[src/rtl/sort_e2_merge_if.sv]
// Handshake/bus bundle between the first-level sorter and sort_e2_merge.
// master: upstream side (drives lines, clear); slave: the merge stage.
interface sort_e2_merge_if #(
    parameter int Data_Width      = 8,
    parameter int Index_Width     = 16,
    parameter int Out_Index_Width = Index_Width + 5,
    parameter int Depth           = 5
);
    localparam int InW  = Index_Width + Data_Width;
    localparam int OutW = Out_Index_Width + Data_Width;

    logic                   sorter_clr;
    logic                   in_valid;
    logic                   in_last;
    logic [Index_Width-1:0] in_line_cnt;
    logic [Depth*InW-1:0]   in_l;
    logic [Depth*InW-1:0]   in_h;
    logic                   out_valid;
    logic [Depth*OutW-1:0]  top_out;
    logic                   busy;
    logic                   overflow;

    modport master (
        output sorter_clr, in_valid, in_last, in_line_cnt, in_l, in_h,
        input  out_valid, top_out, busy, overflow
    );

    modport slave (
        input  sorter_clr, in_valid, in_last, in_line_cnt, in_l, in_h,
        output out_valid, top_out, busy, overflow
    );
endinterface

[src/rtl/sort_e2_merge.sv]
// Second-level top-5 merge: folds the low/high lists of each line into a
// running global top-5 and publishes it (value + global index) on the last line.
// Ports: sys_clk, sys_rst_n (async, active-low), bus (sort_e2_merge_if.slave):
//   sorter_clr, in_valid, in_last, in_line_cnt, in_l, in_h -> out_valid,
//   top_out, busy, overflow.
module sort_e2_merge #(
    parameter int Data_Width      = 8,
    parameter int Index_Width     = 16,
    parameter int Out_Index_Width = Index_Width + 5,
    parameter int Depth           = 5
) (
    input logic            sys_clk,
    input logic            sys_rst_n,
    sort_e2_merge_if.slave bus
);
    localparam int InW  = Index_Width + Data_Width;
    localparam int OutW = Out_Index_Width + Data_Width;
    localparam int PtrW = $clog2(Depth + 1);
    localparam logic [PtrW-1:0] Full = PtrW'(Depth);
    localparam logic [PtrW-1:0] Last = PtrW'(Depth - 1);
    localparam logic [Data_Width-1:0] Min = {1'b1, {(Data_Width-1){1'b0}}};

    typedef enum logic {IDLE, MERGE} state_t;

    state_t state_q, state_d;

    logic [Data_Width-1:0]      run_d [Depth];
    logic [Out_Index_Width-1:0] run_g [Depth];
    logic                       run_v [Depth];

    logic [Data_Width-1:0]      cap_l_d [Depth];
    logic [Out_Index_Width-1:0] cap_l_g [Depth];
    logic [Data_Width-1:0]      cap_h_d [Depth];
    logic [Out_Index_Width-1:0] cap_h_g [Depth];

    logic [Data_Width-1:0]      mrg_d [Depth];
    logic [Out_Index_Width-1:0] mrg_g [Depth];
    logic                       mrg_v [Depth];

    logic [Data_Width-1:0]      fin_d [Depth];
    logic [Out_Index_Width-1:0] fin_g [Depth];
    logic                       fin_v [Depth];

    logic [Data_Width-1:0]      in_l_d [Depth];
    logic [Out_Index_Width-1:0] in_l_g [Depth];
    logic [Data_Width-1:0]      in_h_d [Depth];
    logic [Out_Index_Width-1:0] in_h_g [Depth];

    logic [PtrW-1:0] pr, pl, ph, k;
    logic            last_q;
    logic            out_valid_q;
    logic            overflow_q;
    logic [Depth*OutW-1:0] top_q, top_d;
    logic [Index_Width-1:0] line_base;

    logic                       r_v, l_v, h_v, win_v;
    logic [Data_Width-1:0]      r_d, l_d, h_d, win_d;
    logic [Out_Index_Width-1:0] r_g, l_g, h_g, win_g;
    logic                       sel_r, sel_l, sel_h;

    logic unused_idx;

    function automatic logic beats(
        input logic                  av,
        input logic [Data_Width-1:0] ad,
        input logic                  bv,
        input logic [Data_Width-1:0] bd
    );
        return av && (!bv || ($signed(ad) > $signed(bd)));
    endfunction

    // Only idx[4:0] is meaningful; the line number supplies the upper bits.
    assign line_base = bus.in_line_cnt - {{(Index_Width-1){1'b0}}, 1'b1};
    assign unused_idx = ^{bus.in_l, bus.in_h};

    always_comb begin
        for (int i = 0; i < Depth; i++) begin
            in_l_d[i] = bus.in_l[i*InW +: Data_Width];
            in_h_d[i] = bus.in_h[i*InW +: Data_Width];
            in_l_g[i] = {line_base, bus.in_l[i*InW + Data_Width +: 5]};
            in_h_g[i] = {line_base, bus.in_h[i*InW + Data_Width +: 5]};
        end
    end

    // Exhausted lists present an invalid head so they never win.
    always_comb begin
        r_v = 1'b0;
        r_d = Min;
        r_g = '0;
        l_v = 1'b0;
        l_d = Min;
        l_g = '0;
        h_v = 1'b0;
        h_d = Min;
        h_g = '0;
        if (pr < Full) begin
            r_v = run_v[pr];
            r_d = run_d[pr];
            r_g = run_g[pr];
        end
        if (pl < Full) begin
            l_v = 1'b1;
            l_d = cap_l_d[pl];
            l_g = cap_l_g[pl];
        end
        if (ph < Full) begin
            h_v = 1'b1;
            h_d = cap_h_d[ph];
            h_g = cap_h_g[ph];
        end
    end

    // Strict "beats" tests give ties to run, then L, then H.
    always_comb begin
        sel_r = !beats(l_v, l_d, r_v, r_d) && !beats(h_v, h_d, r_v, r_d);
        sel_l = !sel_r && !beats(h_v, h_d, l_v, l_d);
        sel_h = !sel_r && !sel_l;
        win_v = 1'b0;
        win_d = Min;
        win_g = '0;
        unique case (1'b1)
            sel_r: begin
                win_v = r_v;
                win_d = r_d;
                win_g = r_g;
            end
            sel_l: begin
                win_v = l_v;
                win_d = l_d;
                win_g = l_g;
            end
            sel_h: begin
                win_v = h_v;
                win_d = h_d;
                win_g = h_g;
            end
            default: ;
        endcase
    end

    // Merged list as it stands after this cycle's winner lands in the last slot.
    always_comb begin
        for (int i = 0; i < Depth; i++) begin
            fin_d[i] = mrg_d[i];
            fin_g[i] = mrg_g[i];
            fin_v[i] = mrg_v[i];
        end
        fin_d[Depth-1] = win_d;
        fin_g[Depth-1] = win_g;
        fin_v[Depth-1] = win_v;
        top_d = '0;
        for (int i = 0; i < Depth; i++) begin
            top_d[i*OutW +: OutW] = {fin_g[i], fin_d[i]};
        end
    end

    always_comb begin
        state_d = state_q;
        if (bus.sorter_clr) begin
            state_d = IDLE;
        end else begin
            unique case (state_q)
                IDLE:    if (bus.in_valid) state_d = MERGE;
                MERGE:   if (k == Last) state_d = IDLE;
                default: state_d = IDLE;
            endcase
        end
    end

    always_ff @(posedge sys_clk or negedge sys_rst_n) begin
        if (!sys_rst_n) begin
            state_q <= IDLE;
        end else begin
            state_q <= state_d;
        end
    end

    always_ff @(posedge sys_clk or negedge sys_rst_n) begin
        if (!sys_rst_n) begin
            pr          <= '0;
            pl          <= '0;
            ph          <= '0;
            k           <= '0;
            last_q      <= 1'b0;
            out_valid_q <= 1'b0;
            overflow_q  <= 1'b0;
            top_q       <= '0;
            for (int i = 0; i < Depth; i++) begin
                run_d[i]   <= Min;
                run_g[i]   <= '0;
                run_v[i]   <= 1'b0;
                cap_l_d[i] <= Min;
                cap_l_g[i] <= '0;
                cap_h_d[i] <= Min;
                cap_h_g[i] <= '0;
                mrg_d[i]   <= Min;
                mrg_g[i]   <= '0;
                mrg_v[i]   <= 1'b0;
            end
        end else if (bus.sorter_clr) begin
            pr          <= '0;
            pl          <= '0;
            ph          <= '0;
            k           <= '0;
            last_q      <= 1'b0;
            out_valid_q <= 1'b0;
            overflow_q  <= 1'b0;
            top_q       <= '0;
            for (int i = 0; i < Depth; i++) begin
                run_d[i] <= Min;
                run_g[i] <= '0;
                run_v[i] <= 1'b0;
                mrg_v[i] <= 1'b0;
            end
        end else begin
            out_valid_q <= 1'b0;
            unique case (state_q)
                IDLE: begin
                    if (bus.in_valid) begin
                        last_q <= bus.in_last;
                        pr     <= '0;
                        pl     <= '0;
                        ph     <= '0;
                        k      <= '0;
                        for (int i = 0; i < Depth; i++) begin
                            cap_l_d[i] <= in_l_d[i];
                            cap_l_g[i] <= in_l_g[i];
                            cap_h_d[i] <= in_h_d[i];
                            cap_h_g[i] <= in_h_g[i];
                        end
                    end
                end
                MERGE: begin
                    if (bus.in_valid) overflow_q <= 1'b1;
                    mrg_d[k] <= win_d;
                    mrg_g[k] <= win_g;
                    mrg_v[k] <= win_v;
                    if (sel_r) pr <= pr + 1'b1;
                    if (sel_l) pl <= pl + 1'b1;
                    if (sel_h) ph <= ph + 1'b1;
                    k <= k + 1'b1;
                    if (k == Last) begin
                        if (last_q) begin
                            top_q       <= top_d;
                            out_valid_q <= 1'b1;
                            for (int i = 0; i < Depth; i++) begin
                                run_d[i] <= Min;
                                run_g[i] <= '0;
                                run_v[i] <= 1'b0;
                            end
                        end else begin
                            for (int i = 0; i < Depth; i++) begin
                                run_d[i] <= fin_d[i];
                                run_g[i] <= fin_g[i];
                                run_v[i] <= fin_v[i];
                            end
                        end
                    end
                end
                default: ;
            endcase
        end
    end

    assign bus.out_valid = out_valid_q;
    assign bus.top_out   = top_q;
    assign bus.busy      = (state_q == MERGE);
    assign bus.overflow  = overflow_q;
endmodule

[src/flat_wrapper.sv]
// flat-port wrapper written by rule: the top's interface ports become plain ports
module sort_e2_merge_flat 
#(
    parameter int Data_Width      = 8,
    parameter int Index_Width     = 16,
    parameter int Out_Index_Width = Index_Width + 5,
    parameter int Depth           = 5
)
  (sys_clk, sys_rst_n, bus_sorter_clr, bus_in_valid, bus_in_last, bus_in_line_cnt, bus_in_l, bus_in_h, bus_out_valid, bus_top_out, bus_busy, bus_overflow);
  sort_e2_merge_if #(.Data_Width(Data_Width), .Index_Width(Index_Width), .Out_Index_Width(Out_Index_Width), .Depth(Depth)) bus_i ();
  input logic sys_clk;
  input logic sys_rst_n;
  input wire logic [$bits(bus_i.sorter_clr)-1:0] bus_sorter_clr;
  input wire logic [$bits(bus_i.in_valid)-1:0] bus_in_valid;
  input wire logic [$bits(bus_i.in_last)-1:0] bus_in_last;
  input wire logic [$bits(bus_i.in_line_cnt)-1:0] bus_in_line_cnt;
  input wire logic [$bits(bus_i.in_l)-1:0] bus_in_l;
  input wire logic [$bits(bus_i.in_h)-1:0] bus_in_h;
  output wire logic [$bits(bus_i.out_valid)-1:0] bus_out_valid;
  output wire logic [$bits(bus_i.top_out)-1:0] bus_top_out;
  output wire logic [$bits(bus_i.busy)-1:0] bus_busy;
  output wire logic [$bits(bus_i.overflow)-1:0] bus_overflow;
  assign bus_i.sorter_clr = bus_sorter_clr;
  assign bus_i.in_valid = bus_in_valid;
  assign bus_i.in_last = bus_in_last;
  assign bus_i.in_line_cnt = bus_in_line_cnt;
  assign bus_i.in_l = bus_in_l;
  assign bus_i.in_h = bus_in_h;
  assign bus_out_valid = bus_i.out_valid;
  assign bus_top_out = bus_i.top_out;
  assign bus_busy = bus_i.busy;
  assign bus_overflow = bus_i.overflow;
  sort_e2_merge #(.Data_Width(Data_Width), .Index_Width(Index_Width), .Out_Index_Width(Out_Index_Width), .Depth(Depth)) u_core (.sys_clk(sys_clk), .sys_rst_n(sys_rst_n), .bus(bus_i));
endmodule
[config.mk]
export PLATFORM = sky130hd
export DESIGN_NAME = sort_e2_merge_flat
export DESIGN_NICKNAME = d
export VERILOG_FILES = /design/src/rtl/sort_e2_merge_if.sv /design/src/rtl/sort_e2_merge.sv /design/src/flat_wrapper.sv
export SDC_FILE = /design/constraint.sdc
export NUM_CORES = 1
export LEC_CHECK = 0
export ABC_CLOCK_PERIOD_IN_PS = 3650
export BUFFER_PORTS_ARGS = -buffer_cell sky130_fd_sc_hd__buf_4
export CAP_MARGIN = 15
export CORE_UTILIZATION = 35
export DETAILED_ROUTE_END_ITERATION = 16
export SYNTH_ARGS = -nofsm -noshare
export SYNTH_HDL_FRONTEND = slang
export SYNTH_SLANG_ARGS = --single-unit
[constraint.sdc]
create_clock -name sys_clk -period 3.65 [get_ports sys_clk]
set_clock_uncertainty 0.2 [all_clocks]
set_input_delay 0 -clock sys_clk [delete_from_list [all_inputs] [get_ports sys_clk]]
set_output_delay 0 -clock sys_clk [all_outputs]
set_load 0.02 [all_outputs]
Word level (Yosys, flattened, before mapping)
Cells that the tools add are included.
- input bits: 261
- output and inout port bits: 148
- word-level logic and storage cells: 203
- flip-flop bits (word level): 751
- reductions and logical operators: 30
- add/subtract/negate cells: 5
- mux-type cells: 86
- eq/ne operators: 6
- $lt $le $gt $ge: 11
- bitwise gates (word level): 6
- operator list (kind ; count):
    145-bit two-way mux ; 4
    105-bit two-way mux ; 4
    21-bit two-way mux ; 10
    21-bit binary-select mux with 3-bit select ; 3
    40-bit two-way mux ; 4
    105-bit bitwise mux ; 1
    8-bit two-way mux ; 10
    8-bit binary-select mux with 3-bit select ; 3
    21-bit demux with 3-bit select ; 1
    21-bit case mux with 3 select lines ; 1
    40-bit bitwise mux ; 1
    5-bit two-way mux ; 6
    8-bit demux with 3-bit select ; 1
    8-bit > comparator ; 3
    3-bit two-way mux ; 8
    3-bit case mux with 2 select lines ; 4
    8-bit case mux with 3 select lines ; 1
    1-bit two-way mux ; 19
    4-bit >= comparator, second input constant ; 4
    3-bit NOT with 4-bit output ; 4
    16-bit by 1-bit subtractor with 16-bit output, second input constant ; 1
    2-bit AND reduction ; 7
    3-bit by 1-bit adder with 3-bit output, second input constant ; 4
    3-bit != test, second input constant ; 4
    other kinds (15) ; 36

Logic depth before layout (Yosys ltp)
Gate-level depths: netlist (run 1).
- word-level depth: 19
- mapped depth: 16
- gate-level depth less buffers: 12

Least setup slack after synthesis (run 1)
Ideal clock, no wire load.
- kind: reg2reg
- from: register u_core.pr[0]
- to: register u_core.mrg_d, in the netlist u_core.fin_d[15]
- data arrival time: 3.476 ns
- setup slack: -0.088 ns
- stages on the path, launching flop included: 14
- path buffers: 3
- clock period less this slack: 3.738 ns
- data required time: 3.389 ns
- library setup time: 0.061 ns
- path through: dfrtp_1 > buf_2 > buf_2 > mux4_2 > a22oi_1 > ha_1 > a21o_1 > a31oi_1 > nor2_1 > a31o_2 > o21ai_1 > buf_4 > mux2i_1 > mux2_2
- longest elaborated chain between the ends: 16
- elaborated cells on any way between the ends: 26
- classes of those cells: 3 x order compare; 10 x mux; 1 x bitwise; 12 x reduce/logical
- RTL lines (element ; line ; text):
    from (decl) ; sort_e2_merge.sv:49 ; logic [PtrW-1:0] pr, pl, ph, k;
    from (signal assigned) ; sort_e2_merge.sv:238 ; if (sel_r) pr <= pr + 1'b1;
    3-bit NOT with 4-bit output (implied by the code) ; sort_e2_merge.sv:97, sort_e2_merge.sv:98 ;
    8-bit binary-select mux with 3-bit select / 1-bit binary-select mux with 3-bit select (equally long branches) ; sort_e2_merge.sv:98, sort_e2_merge.sv:97 ;
    8-bit two-way mux (implied by the code) / 1-bit two-way mux (equally long branches) (2 in a row) ; sort_e2_merge.sv:98, sort_e2_merge.sv:97 ;
    8-bit two-way mux / 1-bit two-way mux (equally long branches) ; sort_e2_merge.sv:96 ; if (pr < Full) begin
    8-bit > comparator / 1-bit zero test (equally long branches) ; sort_e2_merge.sv:69 ; return av && (!bv || ($signed(ad) > $signed(bd)));
    1-bit logical OR ; sort_e2_merge.sv:69 ;
    1-bit logical AND ; sort_e2_merge.sv:69 ;
    1-bit zero test ; sort_e2_merge.sv:115 ; sel_r = !beats(l_v, l_d, r_v, r_d) && !beats(h_v, h_d, r_v, r_d);
    1-bit logical AND ; sort_e2_merge.sv:115 ;
    1-bit zero test ; sort_e2_merge.sv:116, sort_e2_merge.sv:117 ;
    1-bit logical AND ; sort_e2_merge.sv:116 ; sel_l = !sel_r && !beats(h_v, h_d, l_v, l_d);
    1-bit zero test ; sort_e2_merge.sv:117 ; sel_h = !sel_r && !sel_l;
    1-bit logical AND ; sort_e2_merge.sv:117 ;
    8-bit case mux with 3 select lines (*) ; sort_e2_merge.sv:121 ; unique case (1'b1)
    40-bit bitwise mux (*) ; sort_e2_merge.sv:235 ; mrg_d[k] <= win_d;
    to (signal, indexed assignment) ; sort_e2_merge.sv:196 ; mrg_d[i] <= Min;
    to (signal, indexed assignment) ; sort_e2_merge.sv:235 ;
    to (decl) ; sort_e2_merge.sv:36 ; logic [Data_Width-1:0] mrg_d [Depth];
Mark *: on every way between the ends. The rest lies on a longest branch, timed or not. The select of a mux whose other input is x is not followed.
A chain may end at the register's enable or synchronous reset.

Worst setup path in the final report (run 1)
- from: register u_core.ph[0]
- to: register u_core.mrg_g, in the netlist u_core.fin_g[92]
- longest elaborated chain between the ends: 16
- elaborated cells on any way between the ends: 26
- classes of those cells: 3 x order compare; 11 x mux; 1 x bitwise; 11 x reduce/logical
- RTL lines (element ; line ; text):
    from (decl) ; sort_e2_merge.sv:49 ;
    from (signal assigned) ; sort_e2_merge.sv:240 ; if (sel_h) ph <= ph + 1'b1;
    3-bit NOT with 4-bit output (implied by the code) ; sort_e2_merge.sv:108, sort_e2_merge.sv:109 ;
    8-bit binary-select mux with 3-bit select ; sort_e2_merge.sv:108 ; h_d = cap_h_d[ph];
    8-bit two-way mux (implied by the code) (2 in a row) ; sort_e2_merge.sv:108 ;
    8-bit two-way mux ; sort_e2_merge.sv:106 ; if (ph < Full) begin
    8-bit > comparator ; sort_e2_merge.sv:69 ;
    1-bit logical OR ; sort_e2_merge.sv:69 ;
    1-bit logical AND ; sort_e2_merge.sv:69 ;
    1-bit zero test ; sort_e2_merge.sv:115 ;
    1-bit logical AND ; sort_e2_merge.sv:115 ;
    1-bit zero test ; sort_e2_merge.sv:116, sort_e2_merge.sv:117 ;
    1-bit logical AND ; sort_e2_merge.sv:116 ;
    1-bit zero test ; sort_e2_merge.sv:117 ;
    1-bit logical AND ; sort_e2_merge.sv:117 ;
    21-bit case mux with 3 select lines (*) ; sort_e2_merge.sv:121 ;
    105-bit bitwise mux (*) ; sort_e2_merge.sv:236 ; mrg_g[k] <= win_g;
    to (signal, indexed assignment) ; sort_e2_merge.sv:236 ;
    to (decl) ; sort_e2_merge.sv:37 ; logic [Out_Index_Width-1:0] mrg_g [Depth];
Marked as above.

==> impl_metrics.tcl, run 1 <==
set metrics [dict create \
    outcome "complete, but fails checks" \
    violations "setup timing" \
    setup-violations-final 182 \
    cts_sinks 577 \
    h-tree-depth 2 \
    instances_no_fill 3615 \
    synth_seq_area_share 0.599 \
    internal-power_mw 12.6 \
    cts_tree "built" \
    rsz0062_at_grt "true" \
    ys_ff_latch 577 \
    holdPathStages 4 \
    cts_made_buffers 61 \
    max_slew_margin 0.308 \
    grt_start_max_net_pins 146 \
    pwr_density_cell_mw_per_mm2 514 \
    synthArstFlopShare 1.00 \
    area_delta_synth_final_pct 43.1 \
    syn_area_mm2 0.0242 \
    multiInputGateArea_mm2 0.0101 \
    r2r_start "u_core.ph[0]" \
    max-clock-path-buffers 3 \
    hold_viol 0 \
    synth_area_leaders "dfrtp_1 (58%), a22o_1 (9.9%), nand2_1 (7.9%)" \
    dieHeight_um 265 \
    drc_errors 0 \
    initial_core_util 0.357 \
    synth_cells 2044 \
    worstHoldStart "bus_in_valid" \
    synth_top_area_share 0.578 \
    start_kind "register" \
    drt-total-wl_um 79000 \
    ios 409 \
    grt.overflow.total 0 \
    synth_xor_area_frac 0.00471 \
    switching_share 0.290 \
    ys_warn_count 0 \
    grt_pass1_wl_um 120000 \
    cp.arrival_ns 4.24 \
    path_max_fanout 7 \
    combPwrFrac 0.208 \
    p_seq_frac 0.429 \
    rr_worst_depth 14 \
    r2r_slack_ns -0.21 \
    fin_util 0.510 \
    cp-startpoint "u_core.ph[0]" \
    yosysTopAreaCell "dfrtp_1" \
    min_path_type "input pin to register" \
    placedCellCount 3167 \
    drt_iter0_markers 1558 \
    synthMostInstantiatedCell "dfrtp_1" \
    antenna_found_initial 2 \
    port_buffers 298 \
    finalNetCount 2983 \
    synth.mux.area_fraction 0.100 \
    core-area_mm2 0.0678 \
    dieWidth_um 265 \
    dieArea_mm2 0.0701 \
    synth_fp_nets 2335 \
    synth_compound_area_frac 0.150 \
    wire_per_inst_um 21.9 \
    vias 19400 \
    whs_ns 0.0679 \
    antenna_left 0 \
    place_hpwl_um 47500 \
    via_per_inst 5.36 \
    clkLatencyLatePin_ns 0.66 \
    yosys.area_share.simple 0.101 \
    r2r_end "u_core.fin_g[92]" \
    p_leak_nw 16.4 \
    crit_path_end_kind "register" \
    drive_gt1_frac 0.305 \
    ff_latch_area_mm2 0.0145 \
    cts_root_buf "clkbuf_16" \
    min_to "u_core.bus.busy" \
    synth_adder_area_share 0.0155 \
    synth_edf_count 0 \
    fill_cells 5625 \
    ys_types 56 \
    setup_slack_ns -0.214 \
    period_needed_ns 3.86 \
    avgSynthCellArea_um2 11.8 \
    tightest_slew_ns 1.04 \
    grt_pass1_vias 19900 \
    rows 95 \
    pwr-share-clk 0.363 \
    grtUsageTotal 0.221 \
    synth_top_family_by_area "compound AO/OA/AOI/OAI gates" \
    clk_pin_slew_worst_paths_ns 0.06 \
    fmax_ghz 0.259 \
    dr.pass1.iters 5 \
    globalplace.congestion 0.843 \
    period_share 1.06 \
    p_sw_mw 5.15 \
    drv_slew 0 \
    cp.required_ns 4.03 \
    critPathKind "register to register" \
    tns_ns -19.88 \
    synth-main-ff-cell "dfrtp_1" \
    synth_common_cells "dfrtp_1 (558), nand2_1 (511), a22o_1 (273), clkbuf_1 (122), o21ai_0 (98)" \
    maxCapViolations 0 \
    ir_drop_v 0.000418 \
]
[through the flow]
stage          instance area, um2  setup slack [ns]  power (mW)
3_3_place_gp                28000            -0.149        10.2
3_5_place_dp                28000            -0.227        10.3
4_1_cts                     33400            -0.126        17.1
5_1_grt                     34600            -0.342        18.5
6_report                    34600            -0.214        17.8
2_1_floorplan               24200           0.00795        8.96
[power groups by stage]
stage / clock (mW) / sequential, mW / combinational [mW]
after floorplan: 0 / 7.42 / 1.54
after global placement: 0 / 7.66 / 2.58
after detailed placement: 0 / 7.68 / 2.65
after CTS: 6.57 / 7.57 / 3.00
after global routing: 6.80 / 7.67 / 4.00
final: 6.45 / 7.61 / 3.69
[layout make-up]
type,instances,area share
Multi-Input combinational cell,1292,0.292
Antenna cell,2,0.000145
Tap cell,873,0.0316
Clock buffer,88,0.0517
Clock inverter,23,0.00927
Sequential cell,577,0.418
Inverter,24,0.00275
Timing Repair Buffer,736,0.194
[worst max path at each step]
stage / depth (start not counted) / endpoint / slack [ns]
finish: 14 / u_core.fin_g[92] / -0.21
global route: 15 / u_core.fin_g[92] / -0.34
detailed placement: 14 / u_core.fin_g[58] / -0.23
CTS: 12 / u_core.fin_g[58] / -0.13
global placement: 14 / u_core.fin_g[39] / -0.15
floorplan: 13 / u_core.fin_d[13] / 0.008
[cells in the final DEF, fill, tap and decap left out, drive strengths merged, types with 23 or more instances in the layout]
cell type | Yosys | layout
a22o | 273 | 273
a22oi | 41 | 41
buf | 29 | 430
clkbuf | 122 | 90
dfrtp | 558 | 558
dlygate4sd3 | 0 | 304
ha | 30 | 30
inv | 20 | 23
mux2 | 70 | 70
mux2i | 34 | 34
mux4 | 56 | 56
nand2 | 511 | 511
nor2 | 35 | 35
o21ai | 101 | 101
[critical path, stage by stage, from the launching register on]
cell and delay (ns):
dfrtp_2 0.44, buf_12 0.16, mux4_2 0.51, a22o_4 0.28, ha_4 0.27, nand4_1 0.17, buf_4 0.20, a211oi_4 0.18
nor4_2 0.07, a211oi_2 0.25, o21a_4 0.24, buf_12 0.14, buf_16 0.17, mux2i_4 0.31, mux2_4 0.20
[timing repair]
item                                    CTS  global route
gates cloned                              1             3
endpoints found under the hold margin   689             0
buffers inserted                          1            26
endpoints found under the setup margin  150           188
pin swaps                                 0           105
gates resized for setup                  42           259
hold buffers                            305             0
[state kept, by name, indices dropped and copies added (netlist names), 4 cells and up]
signal / flops
u_core.fin_g: 84
u_core.bus.top_out: 145
u_core.cap_h_d: 40
u_core.run_g: 105
u_core.cap_h_g: 41
u_core.run_d: 40
u_core.fin_v: 4
u_core.run_v: 5
u_core.cap_l_d: 40
u_core.fin_d: 32
u_core.cap_l_g: 25
[kinds of logic after synthesis]
logic type,count (synthesis)
and+or+nand+nor,613
DFF,577
AOI/OAI and AO/OA,476
buffers and inverters,175
muxes,160
adders and majority gates,30
xor gates and xnor gates,13
[per-layer routing]
metal,GRT usage,wire (um),vias up
li1,-,-,8644
met1,0.320,36100,9919
met2,0.339,36200,677
met3,0.0429,4940,139
met4,0.0611,1860,2
met5,0,13,-
Power figures use the tool's default switching activity.
==> run 2, diff against run 1 <==
Settings changed: CORE_MARGIN from default to 2.
==> run 2 against run 1 <==
  * Combinational power decreased by 4%
  * Highest routed layer unchanged
  * Via count about the same
  * Sequential cell count unchanged
  * Sequential power about the same
  * Hold slack improved by 0.062 ns
  * The flow still finishes with violations (setup timing)
  * Utilization decreased by 0.99 points
  * Cell area decreased by 0.90%
  * Non-clock buffer count decreased by 3
  * Routed wire length increased by 1.5%
==> impl_metrics.tcl, run 2 (synthesis results as in run 1) <==
set metrics [dict create \
    cp.arrival_ns 4.09 \
    hold_viol 0 \
    cp-startpoint "u_core.ph[0]" \
    cp.required_ns 4.01 \
    drc_errors 0 \
    drive_gt1_frac 0.286 \
    place_hpwl_um 49300 \
    grt-busiest-layer "met2" \
    grtUsageTotal 0.225 \
    cts_root_buf "clkbuf_16" \
    grt_start_max_net_pins 146 \
    rsz0062_at_grt "true" \
    dieWidth_um 267 \
    r2r_end "u_core.fin_g[27]" \
    cts_made_buffers 61 \
    max_slew_margin 0.317 \
    vias 19400 \
    r2r_slack_ns -0.08 \
    dieHeight_um 267 \
    grt_pass1_wl_um 123000 \
    design_area_mm2 0.0343 \
    port_buffers 298 \
    clkLatencyLatePin_ns 0.65 \
    cts_sinks 577 \
    grt_use_met3 0.0463 \
    drt-total-wl_um 80200 \
    endpoint "u_core.fin_g[27]" \
    min_path_type "input pin to register" \
    path_max_fanout 7 \
    finalNetCount 2980 \
    maxCapViolations 0 \
    ios 409 \
    antenna_found_initial 5 \
    drv_slew 0 \
    power_mw 17.6 \
    largest_register_ffs 145 \
    tightest_slew_ns 1.02 \
    grt_pass1_vias 19900 \
    rows 96 \
    grt.overflow.total 0 \
    dpl_worst_slack_ns -0.312 \
    violations "setup timing" \
    wire_per_inst_um 22.1 \
    start_kind "register" \
    initial_core_util 0.353 \
    crit_path_end_kind "register" \
    antenna_left 0 \
    critPathKind "register to register" \
    period_needed_ns 3.73 \
    via_per_inst 5.35 \
    tns_ns -4.87 \
    ir_drop_v 0.000356 \
    p_leak_nw 16.4 \
    outcome "complete, but fails checks" \
    period_share 1.02 \
    grt_util_met1 0.316 \
    final_common_cell "dfrtp_1" \
    pwr_density_cell_mw_per_mm2 514 \
    dieArea_mm2 0.0711 \
    core-area_mm2 0.0685 \
    h-tree-depth 2 \
    final_cell_mix "dfrtp_1 (556), nand2_1 (511), buf_4 (389), dlygate4sd3_1 (305), a22o_1 (267)" \
    rr_worst_depth 12 \
    r2r_start "u_core.ph[0]" \
    setup_slack_ns -0.0795 \
    dr.pass1.iters 5 \
    max-clock-path-buffers 3 \
    setup-violations-final 128 \
    fin_util 0.500 \
    clk_pin_slew_worst_paths_ns 0.07 \
    globalplace.congestion 0.857 \
    area_delta_synth_final_pct 41.8 \
    gr-usage-met2 0.348 \
    dpl_cell_area_mm2 0.0281 \
    fmax_ghz 0.268 \
    drt_iter0_markers 1503 \
    cts_tree "built" \
]
## run 2: cell types whose count changed in the layout (fill, tap and decap cells not counted), sizes merged
cell / change
clkbuf: -6
dlygate4sd3: +1
bufinv: +2
clkinv: +8
diode: +1
inv: -2
buf: -3
## run 2: power by group
group          internal, mW  switching, mW
sequential             7.03          0.610
combinational          1.76           1.77
clock                  3.72           2.71
## run 2: how the worst min path moves through the flow
stage | to | cells after the start | startpoint
CTS | u_core.k[1] | 5 | bus_in_valid
global route | u_core.bus.busy | 4 | bus_in_valid
detailed placement | u_core.bus.out_valid | 1 | sys_rst_n
global placement | u_core.bus.out_valid | 1 | sys_rst_n
floorplan | u_core.bus.busy | 0 | sys_rst_n
finish | u_core.bus.busy | 4 | bus_in_valid
## run 2: worst max-delay path, cell delays in order (launching register included)
cell and delay (ns):
dfrtp_2 0.42, buf_12 0.14, mux4_2 0.54, a22o_4 0.30, ha_4 0.29, nand4_1 0.19, a211oi_2 0.28, nor4_2 0.07
a211oi_2 0.25, o21a_4 0.26, buf_12 0.20, mux2i_4 0.32, mux2_4 0.19
## run 2: cell type report
class                           instances  area [um2]
Inverter                               24        92.6
Tap cell                              882        1100
Fill cell                            5859       34200
Timing Repair Buffer                  733        6650
Multi-Input combinational cell       1292        9850
Antenna cell                            3        7.51
Sequential cell                       577       14500
Clock inverter                         31         410
Clock buffer                           83        1670
## run 2: metrics by stage
stage               hold WS, ns  cells
global placement        -0.0899   3185
global route              0.122   3624
finish                    0.130   3625
floorplan                -0.496   2044
CTS                      0.0384   3618
detailed placement      -0.0729   3185
## run 2: repair_timing
item	4_1_cts	5_1_grt
endpoints found under the setup margin	187	187
buffers inserted	11	6
pin swaps	27	40
hold buffers	306	0
endpoints found under the hold margin	747	0
gates resized for setup	110	113
gates cloned	2	0
## run 2: per-layer routing
metal,vias to the layer above,routed length (um)
met5,-,37
met4,6,2190
met3,133,5180
met2,718,37200
met1,9919,35600
li1,8620,-
